--- config.mk ---
export PLATFORM = sky130hd
export DESIGN_NAME = tile_csr_gpio_bridge
export DESIGN_NICKNAME = d
export VERILOG_FILES = /design/src/rtl/tile_csr_gpio_bridge.sv
export SDC_FILE = /design/constraint.sdc
export NUM_CORES = 1
export LEC_CHECK = 0
export CAP_MARGIN = 20
export CORE_MARGIN = 5
export CORE_UTILIZATION = 30
export CTS_BUF_LIST = sky130_fd_sc_hd__clkbuf_4 sky130_fd_sc_hd__clkbuf_8 sky130_fd_sc_hd__clkbuf_16
export DETAILED_ROUTE_END_ITERATION = 16
export GPL_TIMING_DRIVEN = 0
export PLACE_DENSITY = 0.52
export SYNTH_ARGS = -nofsm -noshare
export SYNTH_HDL_FRONTEND = slang
export SYNTH_SLANG_ARGS = --single-unit
--- constraint.sdc ---
create_clock -name clk -period 5.3 [get_ports clk]
set_input_delay 1.06 -clock clk [delete_from_list [all_inputs] [get_ports clk]]
set_output_delay 1.06 -clock clk [all_outputs]
set_load 0.005 [all_outputs]
--- src/rtl/tile_csr_gpio_bridge.sv ---
// Harness-to-uC bridge: GO-captured command FIFO, registered response path, synchronised GPIO with sticky edges.
// Latency: push->cmd_valid 1 cycle, rsp->csr_out 1, pad->core_gpio_in SYNC_STAGES; command push stalls (armed) while full.

module tile_csr_gpio_bridge_fifo #(
  parameter int W     = 8,
  parameter int DEPTH = 4
) (
  input  logic                     clk,
  input  logic                     rst,
  input  logic                     flush,
  input  logic                     push_vld,
  input  logic [W-1:0]             push_dat,
  input  logic                     pop_vld,
  output logic [W-1:0]             head_dat,
  output logic [$clog2(DEPTH):0]   count
);
  localparam int AW = $clog2(DEPTH);

  logic [W-1:0]  mem [DEPTH];
  logic [AW-1:0] wr_ptr;
  logic [AW-1:0] rd_ptr;

  // Pointers are exactly AW bits, so DEPTH being a power of two gives the wrap for free.
  always_ff @(posedge clk) begin
    if (rst || flush) begin
      wr_ptr <= '0;
      rd_ptr <= '0;
      count  <= '0;
    end else begin
      if (push_vld) wr_ptr <= wr_ptr + 1'b1;
      if (pop_vld)  rd_ptr <= rd_ptr + 1'b1;
      count <= count + {{AW{1'b0}}, push_vld} - {{AW{1'b0}}, pop_vld};
    end
  end

  always_ff @(posedge clk) begin
    if (push_vld) mem[wr_ptr] <= push_dat;
  end

  assign head_dat = mem[rd_ptr];
endmodule

module tile_csr_gpio_bridge #(
  parameter int CSR_IN_WIDTH  = 16,
  parameter int CSR_OUT_WIDTH = 16,
  parameter int REG_WIDTH     = 32,
  parameter int GPIOS_NUM     = 35,
  parameter int GPIO_IN_W     = 8,
  parameter int GPIO_OUT_W    = 16,
  parameter int CMD_DEPTH     = 4,
  parameter int SYNC_STAGES   = 2
) (
  input  logic                       clk,
  input  logic                       rst,
  input  logic                       harness_en,
  input  logic                       tile_en,
  input  logic [CSR_IN_WIDTH-1:0]    csr_in,
  output logic                       csr_in_re,
  input  logic [REG_WIDTH-1:0]       data_reg_a,
  input  logic [REG_WIDTH-1:0]       data_reg_b,
  output logic [CSR_OUT_WIDTH-1:0]   csr_out,
  output logic                       csr_out_we,
  output logic [REG_WIDTH-1:0]       data_reg_c,
  input  logic [GPIOS_NUM-1:0]       gpios_in,
  output logic [GPIOS_NUM-1:0]       gpios_out,
  output logic                       active,
  output logic                       cmd_valid,
  input  logic                       cmd_ready,
  output logic [CSR_IN_WIDTH-2:0]    cmd_code,
  output logic [REG_WIDTH-1:0]       cmd_op_a,
  output logic [REG_WIDTH-1:0]       cmd_op_b,
  output logic [$clog2(CMD_DEPTH):0] cmd_count,
  input  logic                       rsp_valid,
  output logic                       rsp_ready,
  input  logic [CSR_OUT_WIDTH-1:0]   rsp_status,
  input  logic [REG_WIDTH-1:0]       rsp_data,
  output logic [GPIO_IN_W-1:0]       core_gpio_in,
  input  logic [GPIO_OUT_W-1:0]      core_gpio_out,
  output logic [GPIO_IN_W-1:0]       gpio_edge,
  input  logic [GPIO_IN_W-1:0]       gpio_edge_clr
);
  localparam int CNT_W = $clog2(CMD_DEPTH) + 1;

  typedef struct packed {
    logic [CSR_IN_WIDTH-2:0] code;
    logic [REG_WIDTH-1:0]    op_a;
    logic [REG_WIDTH-1:0]    op_b;
  } cmd_t;

  logic                 en_next;
  logic                 go;
  logic                 armed_q;
  logic                 fifo_full;
  logic                 push_vld;
  logic                 pop_vld;
  logic                 rsp_fire;
  cmd_t                 push_dat;
  cmd_t                 head_dat;
  logic [GPIOS_NUM-1:0] gpios_out_d;
  logic [GPIO_IN_W-1:0] sync_q [SYNC_STAGES];
  logic [GPIO_IN_W-1:0] hist_q;
  logic                 unused_pads;

  // Everything gated by "active" keys off the enable being sampled now, so it is clear the same cycle active falls.
  assign en_next   = harness_en & tile_en;
  assign go        = csr_in[CSR_IN_WIDTH-1];
  assign fifo_full = (cmd_count == CNT_W'(CMD_DEPTH));
  assign push_vld  = !rst && active && armed_q && go && !fifo_full;
  assign cmd_valid = (cmd_count != '0);
  assign pop_vld   = cmd_valid && cmd_ready;
  assign rsp_ready = active;
  assign rsp_fire  = rsp_valid && active;
  assign csr_in_re = push_vld;

  assign push_dat.code = csr_in[CSR_IN_WIDTH-2:0];
  assign push_dat.op_a = data_reg_a;
  assign push_dat.op_b = data_reg_b;

  tile_csr_gpio_bridge_fifo #(
    .W     ($bits(cmd_t)),
    .DEPTH (CMD_DEPTH)
  ) u_cmd_fifo (
    .clk      (clk),
    .rst      (rst),
    .flush    (!en_next),
    .push_vld (push_vld),
    .push_dat (push_dat),
    .pop_vld  (pop_vld),
    .head_dat (head_dat),
    .count    (cmd_count)
  );

  // Storage is not reset, so the head is masked until an entry is present.
  assign cmd_code = cmd_valid ? head_dat.code : '0;
  assign cmd_op_a = cmd_valid ? head_dat.op_a : '0;
  assign cmd_op_b = cmd_valid ? head_dat.op_b : '0;

  always_ff @(posedge clk) begin
    if (rst) begin
      active  <= 1'b0;
      armed_q <= 1'b0;
    end else begin
      active <= en_next;
      if (!en_next)              armed_q <= 1'b0;
      else if (push_vld)         armed_q <= 1'b0;
      else if (active && !go)    armed_q <= 1'b1;
    end
  end

  always_ff @(posedge clk) begin
    if (rst) begin
      csr_out    <= '0;
      data_reg_c <= '0;
      csr_out_we <= 1'b0;
    end else begin
      csr_out_we <= rsp_fire;
      if (rsp_fire) begin
        csr_out    <= rsp_status;
        data_reg_c <= rsp_data;
      end
    end
  end

  always_comb begin
    gpios_out_d                 = '0;
    gpios_out_d[GPIO_OUT_W-1:0] = core_gpio_out;
  end

  always_ff @(posedge clk) begin
    if (rst || !en_next) gpios_out <= '0;
    else                 gpios_out <= gpios_out_d;
  end

  // hist_q is the previous value of the last sync stage; a difference marks an edge one cycle after core_gpio_in moves.
  always_ff @(posedge clk) begin
    if (rst || !en_next) begin
      for (int k = 0; k < SYNC_STAGES; k++) sync_q[k] <= '0;
      hist_q    <= '0;
      gpio_edge <= '0;
    end else begin
      sync_q[0] <= gpios_in[GPIO_IN_W-1:0];
      for (int k = 1; k < SYNC_STAGES; k++) sync_q[k] <= sync_q[k-1];
      hist_q    <= sync_q[SYNC_STAGES-1];
      gpio_edge <= (gpio_edge & ~gpio_edge_clr) | (sync_q[SYNC_STAGES-1] ^ hist_q);
    end
  end

  assign core_gpio_in = sync_q[SYNC_STAGES-1];
  assign unused_pads  = ^gpios_in[GPIOS_NUM-1:GPIO_IN_W];
endmodule

* Word level (Yosys, flattened, before mapping) *
Memories as Yosys holds them, arrays and structs flattened. A register that Yosys moved wholly into a read port is not among the register bits.
Cells that the tools add are included.

storage, ports and cells
  register bits after elaboration = 109
  RAM bits = 332
  logic and storage cells = 53
  memories = 2

memories
  name            depth  width  rd ports  clocked after Yosys merged registers in  wr ports  line  source
  u_cmd_fifo.mem  4      79     1         1                                        1         19    logic [W-1:0] mem [DEPTH];
  sync_q          2      8      2         0                                        2         100   logic [GPIO_IN_W-1:0] sync_q [SYNC_STAGES];

cells by class
  add/subtract/negate cells = 4
  equality and inequality tests = 1
  multiplexer cells = 12
  bitwise logic cells = 8
  reductions and logical operators = 14

operators by type and width
  cell                                                           count
  32-bit two-way mux                                             2
  8-bit two-way mux                                              2
  15-bit two-way mux                                             1
  8-bit bitwise AND                                              1
  8-bit NOT                                                      1
  8-bit OR                                                       1
  8-bit XOR                                                      1
  1-bit logical AND                                              7
  1-bit two-way mux                                              5
  2-bit by 1-bit adder with 2-bit output, second input constant  2
  1-bit logical NOT                                              4
  2-bit two-way mux                                              2
  3-bit by 1-bit adder with 3-bit output                         1
  3-bit equality test, second input constant                     1
  3-bit nonzero test                                             1
  3-bit OR reduction                                             1
  3-bit by 1-bit subtractor with 3-bit output                    1
  1-bit OR                                                       2
  1-bit bitwise AND                                              1
  1-bit logical OR                                               1
  1-bit NOT                                                      1

* Logic depth before layout (Yosys ltp) *
Gate-level depths: netlist of run 1.

  word-level depth = 7
  gate-level depth with buffers = 10
  depth with buffers taken out = 10

* By module *
From an unflattened synthesis of run 1, not the netlist that was laid out.

unflattened totals
  cells, all modules = 926
  area, all modules = 16221.8 um2

modules (own cells, without submodules)
  module                     instances  cells each  area each (um2)  sequential area each (um2)
  tile_csr_gpio_bridge_fifo  1          457         11825.1          9669.3
  tile_csr_gpio_bridge       1          469         4396.7           1981.9

* Least setup slack after synthesis of run 1 *
OpenSTA, ideal clock, no wires.

  path type = input-to-reg
  start point = in rst
  end point = mem u_cmd_fifo.mem[0][0] (netlist bit), enable pin
  setup time = 0.446 ns
  arrival = 3.595 ns
  required time = 4.854 ns
  setup slack = 1.259 ns
  cell stages on the path = 4
  buffers on the path = 1
  path through = clkbuf_1 > nand4b_1 > nor2_1 > and2_1

on the way
  cells in the longest elaborated chain, start to end = 7

RTL lines
  element                                  line  source
  from (decl)                              54    input logic rst,
  1-bit logical NOT                        108   assign push_vld = !rst && active && armed_q && go && !fifo_full;
  1-bit logical AND (4 in series)          108
  named net csr_in_re                      58    output logic csr_in_re,
  1-bit two-way mux                        37    if (push_vld) mem[wr_ptr] <= push_dat;
  1-bit two-way mux (implied by the code)  37
  to (decl)                                19

The timed path passes the listed nets, and every way through them passes these cells.

* Final worst setup path of run 1 *
  start point = reg u_cmd_fifo.count[1]
  end point = out cmd_op_a[13]

on the way
  cells in the longest elaborated chain, start to end = 2

RTL lines
  element                 line  source
  from (decl)             15    output logic [$clog2(DEPTH):0] count
  from (signal assigned)  32    count <= count + {{AW{1'b0}}, push_vld} - {{AW{1'b0}}, pop_vld};
  3-bit nonzero test      109   assign cmd_valid = (cmd_count != '0);
  32-bit two-way mux      135   assign cmd_op_a = cmd_valid ? head_dat.op_a : '0;
  to (decl)               70    output logic [REG_WIDTH-1:0] cmd_op_a,

No other way between the ends.

==> results of run 1 <==
## metrics by stage
| stage | std cells | hold WS [ns] |
|---|---|---|
| after global routing | 2036 | 0.441 |
| after floorplan | 933 | 0.406 |
| after CTS | 2036 | 0.428 |
| final | 2038 | 0.426 |
| after global placement | 1944 | 0.414 |
| after detailed placement | 1950 | 0.414 |
## Yosys cell counts (all sizes together)
cell type	number
edfxtp	316
or3	2
nand2	97
nor3b	1
inv	7
clkbuf	30
and2	126
fa	1
conb	1
o311ai	1
o31ai	2
dfxtp	108
nand4b	1
buf	46
xnor2	8
or4b	1
a21oi	58
o21ai	2
mux4	79
xor2	3
ha	6
nor2	7
nor3	1
nand3b	1
nand2b	10
## power by group through the flow
stage / Combinational (W) / Sequential, W / Clock [W]
after global routing: 0.000247 / 0.00358 / 0.00349
after global placement: 0.000225 / 0.00365 / 0
after floorplan: 0.0000417 / 0.00365 / 0
after detailed placement: 0.000229 / 0.00365 / 0
final: 0.000228 / 0.00358 / 0.00323
after CTS: 0.000230 / 0.00358 / 0.00334
## state kept, by name (all words and copies together), names as in the netlist, named ones only
name,count
active,1
armed_q,1
csr_out,16
csr_out_we,1
data_reg_c,32
gpio_edge,8
gpios_out,16
hist_q,8
sync_q,16
u_cmd_fifo.count,3
u_cmd_fifo.mem,316
u_cmd_fifo.rd_ptr,2
u_cmd_fifo.wr_ptr,2
## cell type report
cell class,count,area (um^2)
clock buffers,65,1360
multi-input cells,426,3670
repair buffers,337,3450
inverters,7,26.3
clock inverters,21,189
plain buffers,76,443
well taps,680,851
flip-flops and latches,424,11700
fillers,4716,30000
diodes,2,5.00
## cells in the final DEF (no fill, tap or decap), types with 3 or more instances in the layout
master / count
bufinv_16: 3
conb_1: 19
xnor2_1: 8
inv_1: 7
clkbuf_4: 12
and2_4: 4
dfxtp_1: 108
inv_6: 4
nand2_1: 97
xor2_1: 3
clkinv_1: 6
clkbuf_1: 30
buf_4: 28
and2_1: 122
mux4_2: 79
ha_1: 6
clkinv_2: 7
nand2b_1: 10
nor2_1: 7
clkbuf_8: 5
clkdlybuf4s50_1: 331
clkbuf_16: 48
edfxtp_1: 316
a21oi_1: 58
buf_2: 14
buf_12: 5
## path summary, 6_finish.rpt
path,to,slack (ns),cells after the start
worst max-delay path,cmd_op_a[13],0.94,5
worst min-delay path,sync_q[0][13]$_SDFF_PP0_,0.43,1
worst max register to register,u_cmd_fifo.mem[3][1]$_DFFE_PP_,2.70,4
worst min register to register,sync_q[0][13]$_SDFF_PP0_,0.43,1
## layer usage
| layer | wire length, um | vias up | GRT usage [%] |
|---|---|---|---|
| met2 | 19300 | 299 | 22.8 |
| li1 | - | 4153 | - |
| met5 | 0 | - | 0 |
| met1 | 16700 | 4451 | 17.4 |
| met4 | 739 | 0 | 3.20 |
| met3 | 3580 | 47 | 5.18 |
## cells by family after synthesis
group,Yosys count
AOI/OAI and AO/OA,63
xor gates and xnor gates,11
adders and majority gates,7
buffers and inverters,83
DFF,424
muxes,79
other,1
and+or+nand+nor,247
## critical path, delay by kind of cell (launching register included)
kind,cells,cell delay (ns)
buffers and inverters,3,1.87
flip-flops,1,0.46
AND/OR/NAND/NOR,2,0.39
==> results.toml, run 1 <==
[yosys]
synthTopCellsByArea = "edfxtp_1 (60%), dfxtp_1 (14%), mux4_2 (11%)"
synthesis.area_um2 = 15700
yosys.area_share.simple_pct = 8.23
synthCells = 915
avgSynthCellArea_um2 = 17.2
ys_seq_elements = 424
ys_types = 30
post-synth-top-area-cell = "edfxtp_1"
synth_mux_area_share_pct = 11.3
synth_compound_area_share_pct = 2.06
synth-seq-area-share_pct = 74.2
synth_top_family_by_area = "multiplexers"
yosys_warnings = 0
synth_fa_ha_area_share_pct = 0.605
synth_top_area_share_pct = 60.4
synth_xor_area_share_pct = 0.613

[timing]
setup_tns_ns = 0
finClkSkew_ns = 0.0114
worstMarginPinSlew_ns = 0.921
relSlewSlack_pct = 38.6
worst_slack_ns = 0.943
min_period_ns = 4.36
fin_crit_sh_pct = 82.2
final_max_slew_viol_count = 0
finalHoldViolCount = 0
rsz0062_at_grt = "false"
finalSetupViolations = 0
max_freq_ghz = 0.230

[finish]
final_area_um2 = 21600
nNetsFinal = 1519
utilization_pct = 41.9
syn_to_final_growth_pct = 37.7
layout-drive-gt1-share_pct = 15.8

[critical_path]
worstSetupPathType = "register to primary output"
cp_slowest_cell = "clkbuf_1"
r2r-start = "active$_SDFF_PP0_"
worstPathArrival_ns = 3.30
startpoint = "u_cmd_fifo.count[1]$_SDFF_PP0_"
crit_top_cell = "clkbuf_1"
end_kind = "primary output"
path_cells = "or3_1, clkbuf_1, clkbuf_1, and2_1, clkdlybuf4s50_1"
cpPeakStageDelay_ns = 0.69
required_ns = 4.24
crit_fanout = 10
critPathLaunchType = "register"

[pwr]
finalPower_w = 0.00704
switching_share_pct = 19.6
power.density_nw_per_um2 = 325
power_frac_comb_pct = 3.2
pwr-share-seq_pct = 50.9
ir_drop_mv = 0.202
power.internal_w = 0.00566
pwr-share-clk_pct = 45.9
leakagePower_nw = 7.15
switching_power_w = 0.00138

[placement]
gp_congestion = 0.819
hpwl_um = 27400
portBuffers = 331
place_area_um2 = 20100
pre_cts_ws_ns = 1.26

[global_route]
grt_max_degree = 51
antenna_found_initial = 1
grt_pass1_wl_um = 60200
grt_pass1_vias = 9721
grtUsageTotal_pct = 13.8
grt_overflow = 0

[drt]
drt_iter0_markers = 354
ant_nets = 0
vias = 8950
dr.pass1.iters = 4
wl_per_cell_um = 19.8
finalWirelength_um = 40300
drc = 0
avgViaCountPerCell = 4.39

[cts]
cts.clk_slew.worst_paths_ns = 0.06
clock_sink_count = 424
htreeDepth = 2
numCtsBuffers = 47
cts_setup_buffers = 0
cts-hold-fix-buffers = 0
ctsResizeCount = 0
root_buffer = "clkbuf_16"
clkLatencyLatePin_ns = 0.56
cts_tree = "built"
cts_buffer_depth = 3

[floorplan]
die_y_um = 239
dieArea_um2 = 57000
coreArea_um2 = 51600
row_count = 83
die_width_um = 239
start_util_pct = 30.4
pin_count = 379

[worst_hold_path]
hp-class = "register to register"
min_from = "sync_q[0][5]$_SDFF_PP0_"

[run_status]
status = "finished clean"

[flow_run]
max_cap_violations = 0
Power figures use the tool's default switching activity.
==> run 2: changes to the inputs <==
--- a/config.mk
+++ b/config.mk
@@ -11,7 +11,7 @@
 export CTS_BUF_LIST = sky130_fd_sc_hd__clkbuf_4 sky130_fd_sc_hd__clkbuf_8 sky130_fd_sc_hd__clkbuf_16
 export DETAILED_ROUTE_END_ITERATION = 16
 export GPL_TIMING_DRIVEN = 0
-export PLACE_DENSITY = 0.52
+export PLACE_DENSITY = 0.54
 export SYNTH_ARGS = -nofsm -noshare
 export SYNTH_HDL_FRONTEND = slang
 export SYNTH_SLANG_ARGS = --single-unit
==> constraint.sdc (replaced) <==
create_clock -name clk -period 3.89 [get_ports clk]
set_input_delay 0.778 -clock clk [delete_from_list [all_inputs] [get_ports clk]]
set_output_delay 0.778 -clock clk [all_outputs]
set_load 0.005 [all_outputs]
==> run 2 against run 1 <==
- core utilization down 0.20 points
- worst hold slack worse by 0.0041 ns
- flip-flop and latch count unchanged
- design area down 0.48%
- highest routed layer is now met5
- first-iteration DRC count up 25%
- largest cell class unchanged
- sequential power up 36%
==> results.toml, run 2 (same netlist as run 1, synthesis figures left out) <==
[finish]
fillers = 4736
syn_to_final_growth_pct = 37.1
nNetsFinal = 1515
final-seq-area_um2 = 11700
final_cells = 2032
layout-drive-gt1-share_pct = 15.3
final_cell_mix = "clkdlybuf4s50_1 (331), edfxtp_1 (316), and2_1 (122)"
layout_commonest_cell = "clkdlybuf4s50_1"
largestRegisters = "u_cmd_fifo.mem x316, data_reg_c x32"
top_register = "u_cmd_fifo.mem"
multi_input_area_um2 = 3670
final_area_um2 = 21500
largest_reg_flops = 316

[pwr]
ir_drop_mv = 0.317
finalPower_w = 0.00944
leakagePower_nw = 7.09
power.density_nw_per_um2 = 438

[drt]
route.met3.wl_um = 4250
wl_met2_um = 18600
wirelength_met1_um = 15700
vias = 8995
finalWirelength_um = 39300
dr.pass1.iters = 5
drt_iter0_markers = 444
wl_per_cell_um = 19.3
ant_nets = 0
drc = 0
route.top_layer_used = "met5"
avgViaCountPerCell = 4.43

[timing]
min_period_ns = 3.61
final_max_slew_viol_count = 0
relSlewSlack_pct = 46.5
fin_crit_sh_pct = 92.9
finalHoldViolCount = 0
max_freq_ghz = 0.277
rsz0062_at_grt = "false"
finClkSkew_ns = 0.0119
worstMarginPinSlew_ns = 0.803
finalSetupViolations = 0

[floorplan]
die_width_um = 239
row_count = 83
pin_count = 379
start_util_pct = 30.4
coreArea_um2 = 51600
dieArea_um2 = 57000
die_y_um = 239

[placement]
dp.cells = 1948
place_area_um2 = 20100
hpwl_um = 26700
gp_congestion = 0.770
portBuffers = 331

[global_route]
antenna_found_initial = 4
grt_overflow = 0
grt_pass1_wl_um = 59300
grt_pass1_vias = 9863
grtUsageTotal_pct = 13.6
grt_max_degree = 46

[critical_path]
cpPeakStageDelay_ns = 0.57
worstSetupPathType = "register to primary output"
required_ns = 3.11
crit_fanout = 10
worstPathArrival_ns = 2.83
cp_slowest_cell = "clkbuf_1"
critPathLaunchType = "register"
end_kind = "primary output"
path_cells = "buf_2, clkbuf_1, mux4_2, and2_1, clkdlybuf4s50_1"

[cts]
numCtsBuffers = 46
cts-hold-fix-buffers = 0
cts_setup_buffers = 0
htreeDepth = 2
root_buffer = "clkbuf_16"
clock_sink_count = 424
cts_tree = "built"
clkLatencyLatePin_ns = 0.56
cts_buffer_depth = 3
cts.clk_slew.worst_paths_ns = 0.06

[run_status]
status = "finished clean"

[worst_hold_path]
hp-class = "register to register"

[flow_run]
max_cap_violations = 0
[run 2: cell count changes in the layout (fill, tap and decap cells not counted), sizes merged]
cell	previous run	this run
clkbuf	95	91
buf	52	50
clkinvlp	0	1
inv	12	11
[run 2: layer usage]
layer	vias up	track usage, %
met1	4459	16.6
met4	6	3.23
met3	57	6.08
met5	-	0
met2	329	22.2
li1	4144	-
[run 2: stage by stage]
| step | hold WS (ns) | setup slack (ns) | util, % | TNS, ns |
|---|---|---|---|---|
| floorplan | 0.406 | 0.131 | - | 0 |
| global placement | 0.410 | -2.23 | 38.6 | -689.48 |
| detailed placement | 0.413 | 0.414 | 38.9 | 0 |
| CTS | 0.426 | 0.0535 | 41.7 | 0 |
| global route | 0.442 | 0.0189 | 41.7 | 0 |
| finish | 0.422 | 0.278 | 41.7 | 0 |
[run 2: power by group]
part	internal [W]	switching, W	total [W]
Sequential	0.00487	0.00000932	0.00488
Clock	0.00251	0.00174	0.00425
Combinational	0.000200	0.000106	0.000306
Total	0.00758	0.00186	0.00944
[run 2: worst paths after layout]
path / to / start / slack (ns) / cells after the start
setup / recovery: cmd_op_a[18] / register / 0.28 / 5
hold / removal: sync_q[0][9]$_SDFF_PP0_ / sync_q[0][1]$_SDFF_PP0_ / 0.42 / 1
setup reg to reg: u_cmd_fifo.mem[3][2]$_DFFE_PP_ / active$_SDFF_PP0_ / 1.25 / 4
hold reg to reg: sync_q[0][9]$_SDFF_PP0_ / sync_q[0][1]$_SDFF_PP0_ / 0.42 / 1
[run 2: final cells by class]
type / count / share of cell area (%)
sequential: 424 / 54.1
multi-input combinational: 426 / 17.0
timing repair buffer: 335 / 15.9
clock buffer: 62 / 5.93
tap: 680 / 3.95
buffer: 75 / 2.04
clock inverter: 21 / 0.912
inverter: 7 / 0.122
antenna: 2 / 0.0232
[run 2: critical path, delay by kind of cell (launching register included)]
family | cells | cell delay, ns
AND/OR/NAND/NOR | 1 | 0.16
multiplexers | 1 | 0.40
buffers and inverters | 3 | 1.39
flip-flops | 1 | 0.31
[run 2: what timing repair did]
item | in CTS | in global routing
setup endpoints to repair | 16 | 0
endpoints found under the hold margin | 0 | 0
gates resized for setup | 0 | 0
